--- config.mk ---
export PLATFORM = sky130hd
export DESIGN_NAME = mux_nx1_reg
export DESIGN_NICKNAME = d
export VERILOG_FILES = /design/src/rtl/mux_pkg.sv /design/src/rtl/mux_guard_timer.sv /design/src/rtl/mux_nx1_reg.sv
export SDC_FILE = /design/constraint.sdc
export NUM_CORES = 1
export LEC_CHECK = 0
export ABC_AREA = 1
export BUFFER_PORTS_ARGS = -buffer_cell sky130_fd_sc_hd__buf_4
export CAP_MARGIN = 30
export CORE_MARGIN = 2
export CORE_UTILIZATION = 25
export DETAILED_ROUTE_END_ITERATION = 6
export GPL_ROUTABILITY_DRIVEN = 0
export PLACE_DENSITY = 0.51
export SETUP_SLACK_MARGIN = 0.2
export SYNTH_ARGS = -nofsm -noshare
export SYNTH_HDL_FRONTEND = slang
export SYNTH_HIERARCHICAL = 1
export SYNTH_SLANG_ARGS = --single-unit
export TNS_END_PERCENT = 10
--- constraint.sdc ---
create_clock -name clk -period 3.3 [get_ports clk]
set_clock_uncertainty 0.15 [all_clocks]
set_input_delay 0.66 -clock clk [delete_from_list [all_inputs] [get_ports clk]]
set_output_delay 0.66 -clock clk [all_outputs]
set_load 0.01 [all_outputs]
--- src/rtl/mux_pkg.sv ---
// mux_pkg: shared types and helpers for the registered N:1 mux.
// Holds the FSM state type and the select-width helper.
package mux_pkg;

    typedef enum logic {
        ST_ACTIVE = 1'b0,
        ST_GUARD  = 1'b1
    } mux_state_t;

    // clog2 that never returns less than one bit
    function automatic int sel_width(input int n);
        return (n < 2) ? 1 : $clog2(n);
    endfunction

endpackage

--- src/rtl/mux_guard_timer.sv ---
// mux_guard_timer: load/decrement down-counter for the blanking interval.
// Ports: clk, rst_n, load (preset to GUARD-1), dec (count down), done (count==0).
module mux_guard_timer
    import mux_pkg::*;
#(
    parameter int GUARD = 2
) (
    input  logic clk,
    input  logic rst_n,
    input  logic load,
    input  logic dec,
    output logic done
);

    localparam int CW = (GUARD < 1) ? 1 : $clog2(GUARD + 1);
    localparam logic [CW-1:0] LOAD_VAL = CW'(GUARD - 1);

    logic [CW-1:0] cnt;

    always_ff @(posedge clk or negedge rst_n) begin
        if (!rst_n) begin
            cnt <= '0;
        end else if (load) begin
            cnt <= LOAD_VAL;
        end else if (dec && (cnt != '0)) begin
            cnt <= cnt - CW'(1);
        end
    end

    assign done = (cnt == '0);

endmodule

--- src/rtl/mux_nx1_reg.sv ---
// mux_nx1_reg: registered N:1 mux with handshaked channel switch and guard blanking.
// Ports: in_data/in_valid (channels), sel_req/_valid/_ready (switch), cur_sel,
//        out_data/out_valid (registered sample), switching, sel_err (reject pulse).
module mux_nx1_reg
    import mux_pkg::*;
#(
    parameter int N_CH    = 4,
    parameter int WIDTH   = 8,
    parameter int GUARD   = 2,
    parameter int RST_SEL = 0,
    parameter int SEL_W   = sel_width(N_CH)
) (
    input  logic                  clk,
    input  logic                  rst_n,
    input  logic [N_CH*WIDTH-1:0] in_data,
    input  logic [N_CH-1:0]       in_valid,
    input  logic [SEL_W-1:0]      sel_req,
    input  logic                  sel_req_valid,
    output logic                  sel_req_ready,
    output logic [SEL_W-1:0]      cur_sel,
    output logic [WIDTH-1:0]      out_data,
    output logic                  out_valid,
    output logic                  switching,
    output logic                  sel_err
);

    localparam bit HAS_GUARD = (GUARD > 0);
    localparam logic [SEL_W-1:0] RST_SEL_V = SEL_W'(RST_SEL);

    mux_state_t       state;
    logic [WIDTH-1:0] sel_data;
    logic             sel_valid;
    logic             sel_fire;
    logic             sel_bad;
    logic             sel_new;
    logic             sel_load;
    logic             guard_done;

    assign sel_req_ready = (state == ST_ACTIVE);
    assign switching     = (state == ST_GUARD);

    assign sel_data  = in_data[int'(cur_sel)*WIDTH +: WIDTH];
    assign sel_valid = in_valid[cur_sel];

    assign sel_fire = sel_req_valid && sel_req_ready;
    assign sel_bad  = (int'(sel_req) >= N_CH);
    assign sel_new  = !sel_bad && (sel_req != cur_sel);
    assign sel_load = sel_fire && sel_new;

    if (HAS_GUARD) begin : g_timer
        mux_guard_timer #(
            .GUARD(GUARD)
        ) u_timer (
            .clk  (clk),
            .rst_n(rst_n),
            .load (sel_load),
            .dec  (switching),
            .done (guard_done)
        );
    end else begin : g_no_timer
        assign guard_done = 1'b1;
    end

    // Output register samples the old channel on the accepting edge;
    // the new cur_sel takes effect from the next edge.
    always_ff @(posedge clk or negedge rst_n) begin
        if (!rst_n) begin
            state     <= ST_ACTIVE;
            cur_sel   <= RST_SEL_V;
            out_data  <= '0;
            out_valid <= 1'b0;
            sel_err   <= 1'b0;
        end else begin
            sel_err <= 1'b0;
            unique case (state)
                ST_ACTIVE: begin
                    out_data  <= sel_data;
                    out_valid <= sel_valid;
                    if (sel_fire && sel_bad) begin
                        sel_err <= 1'b1;
                    end else if (sel_load) begin
                        cur_sel <= sel_req;
                        if (HAS_GUARD) begin
                            state <= ST_GUARD;
                        end
                    end
                end
                ST_GUARD: begin
                    out_valid <= 1'b0;
                    if (guard_done) begin
                        state <= ST_ACTIVE;
                    end
                end
                default: state <= ST_ACTIVE;
            endcase
        end
    end

endmodule

==> reports/qor.txt <==
RSZ-0062 raised after global routing - false
Hold Vio Cnt, Final - 0
CP Data Arrival Time - 1.24 ns
Crit path buffers/inverters - 1
DP HPWL - 2180 um
number of enable flip-flop cells after synthesis - 0
first-pass GRT wire length - 4730 um
Max Cap Violations - 0
top-count cell post-synth - nand2_1
cell count after synthesis - 175
Seq/Total Area, Yosys - 32.7%
Area Growth Syn to Fin - 40.1%
Fin Setup TNS - 0 ns
antenna viol nets, final - 0
Synth Register Bits - 14
drt first pass iters - 4
htree depth - 1
top cells by area, synth - dfrtp_1, nand2_1, inv_1, nand3_1, buf_6
clock slew at reported path FFs - 0.06 ns
Post-synth ARST share - 100%
synth cell count leaders - nand2_1, inv_1, nand3_1, dfrtp_1, buf_6
post-CTS setup repair buffer count - 0
Clock Tree Root - clkbuf_8
crit path max fanout - 21
Avg Inst Size Synth - 6.11 um2
CP delay by family, top - flip-flops
die area - 0.00482 mm2
CTS Buffer Depth - 2
leading area contributor after synthesis - dfrtp_1
Synth Flop Type - dfrtp_1
Vias/cell - 3.99
GR Overflow Total - 0
Min-Delay Path Class - primary input to asynchronous set/reset pin
max_slew headroom - 56.2%
share of cells above drive strength 1 - 26.7%
row cnt - 23
PwrDens - 765 mW/mm2
largest net degree at the start of global routing - 22
Yosys warnings - 6
Die Y - 69.4 um
P_leak - 0.964 nW
DR iter-0 viols - 76
final setup violation count - 0
CTS Hold Bufs - 0
wirelength, routed - 2770 um
critical-path cell list - buf_4
crit path kind - register to output port
Slowest cell on crit path - dfrtp_1
status - complete, no violations
area of the multi-input gates - 464 um2
Mapped Area - 0.00107 mm2
ant diodes - 0
die boundary width - 69.4 um
Synth Net Count - 217
port bufs - 53
Post-layout nets - 268
DR DRC count - 0
Final Cycle Share - 62.2%
initial core utilization - 26.4%
core area - 0.00406 mm2
Setup crit end kind - output port
setup slack, reg-to-reg - 1.60 ns
CTS tree - done
Synth cell types - 17
GRT Util Overall - 12.0%
I/O pin count - 55
Worst-Margin Slew - 0.656 ns
Req. time, crit path - 2.49 ns
Setup crit start kind - register
worst skew pair latency - 0.24 ns
CP max stage delay - 0.76 ns
Final Slew Violations - 0
Via Count - 1097
clock sink total - 14
post-CTS resize count - 0
initial antenna violation count - 0
Synth top area share - 32.7%
Tmin final - 2.05 ns
Max Fclk - 0.487 GHz
filler instances - 456
FF/Latch Area - 350 um2
number of global-route vias before repair - 1051
DR WL/cell - 10.1 um
CTS Buf Count - 3
worst vdd ir - 0.272 mV
Total Power - 1.15 mW
==> worst paths after layout <==
kind | start | to | cells past startpoint
hold reg to reg | out_data[5] | out_data[5] | 2
setup reg to reg | cur_sel[0] | out_data[1] | 6
hold / removal | rst_n | out_valid | 1
min in group clk | out_data[5] | out_data[5] | 2
setup / recovery | cur_sel[0] | cur_sel[0] | 1
max in group asynchronous | rst_n | out_data[5] | 1
==> power breakdown <==
group          internal (mW)  switching (mW)
sequential             0.257           0.118
clock                  0.105          0.0577
combinational          0.275           0.333
total                  0.638           0.509
==> through the flow <==
step / hold slack, ns / util [%] / worst slack, ns / cells / cell area [um2]
after floorplan: 0.214 / - / 1.73 / 175 / 1070
after global placement: 0.318 / 35.6 / 1.49 / 271 / 1440
after detailed placement: 0.324 / 35.6 / 1.50 / 271 / 1440
after CTS: 0.108 / 36.9 / 1.23 / 275 / 1500
after global routing: 0.109 / 36.9 / 1.15 / 275 / 1500
final: 0.110 / 36.9 / 1.25 / 275 / 1500
==> metal layers <==
metal	up-vias	track usage, %	share of wire (%)
li1	600	-	-
met1	456	15.1	45
met2	41	19.7	45
met3	0	5.23	10
met4	0	1.31	0
met5	-	0	0
==> flip-flops by register name, indices dropped and copies added (netlist names) <==
signal and cells:
g_timer.u_timer/cnt 2, out_valid 1, cur_sel 2, switching 1
out_data 8
==> cell families after synthesis <==
family	count (synthesis)	share of synthesized area [%]
and+or+nand+nor	102	38.5
adders and majority gates	1	1.17
AOI/OAI and AO/OA	3	1.75
xor gates and xnor gates	2	1.64
DFF	14	32.7
buffers and inverters	52	23.9
other	1	0.351
==> cell usage in the layout, fill, tap and decap left out, types with 2 or more instances in the layout <==
master	count
nand3_1	21
o21ai_0	2
dfrtp_1	14
clkbuf_8	4
inv_1	42
buf_4	53
nand2_1	79
xnor2_1	2
inv_2	2
==> layout make-up <==
| class | instances | share of cell area [%] |
|---|---|---|
| well taps | 50 | 4.17 |
| inverters | 45 | 11.3 |
| clock buffers | 4 | 3.67 |
| multi-input cells | 109 | 31.0 |
| flip-flops and latches | 14 | 23.4 |
| repair buffers | 53 | 26.5 |
No activity file was read; power rests on OpenSTA's default activity.
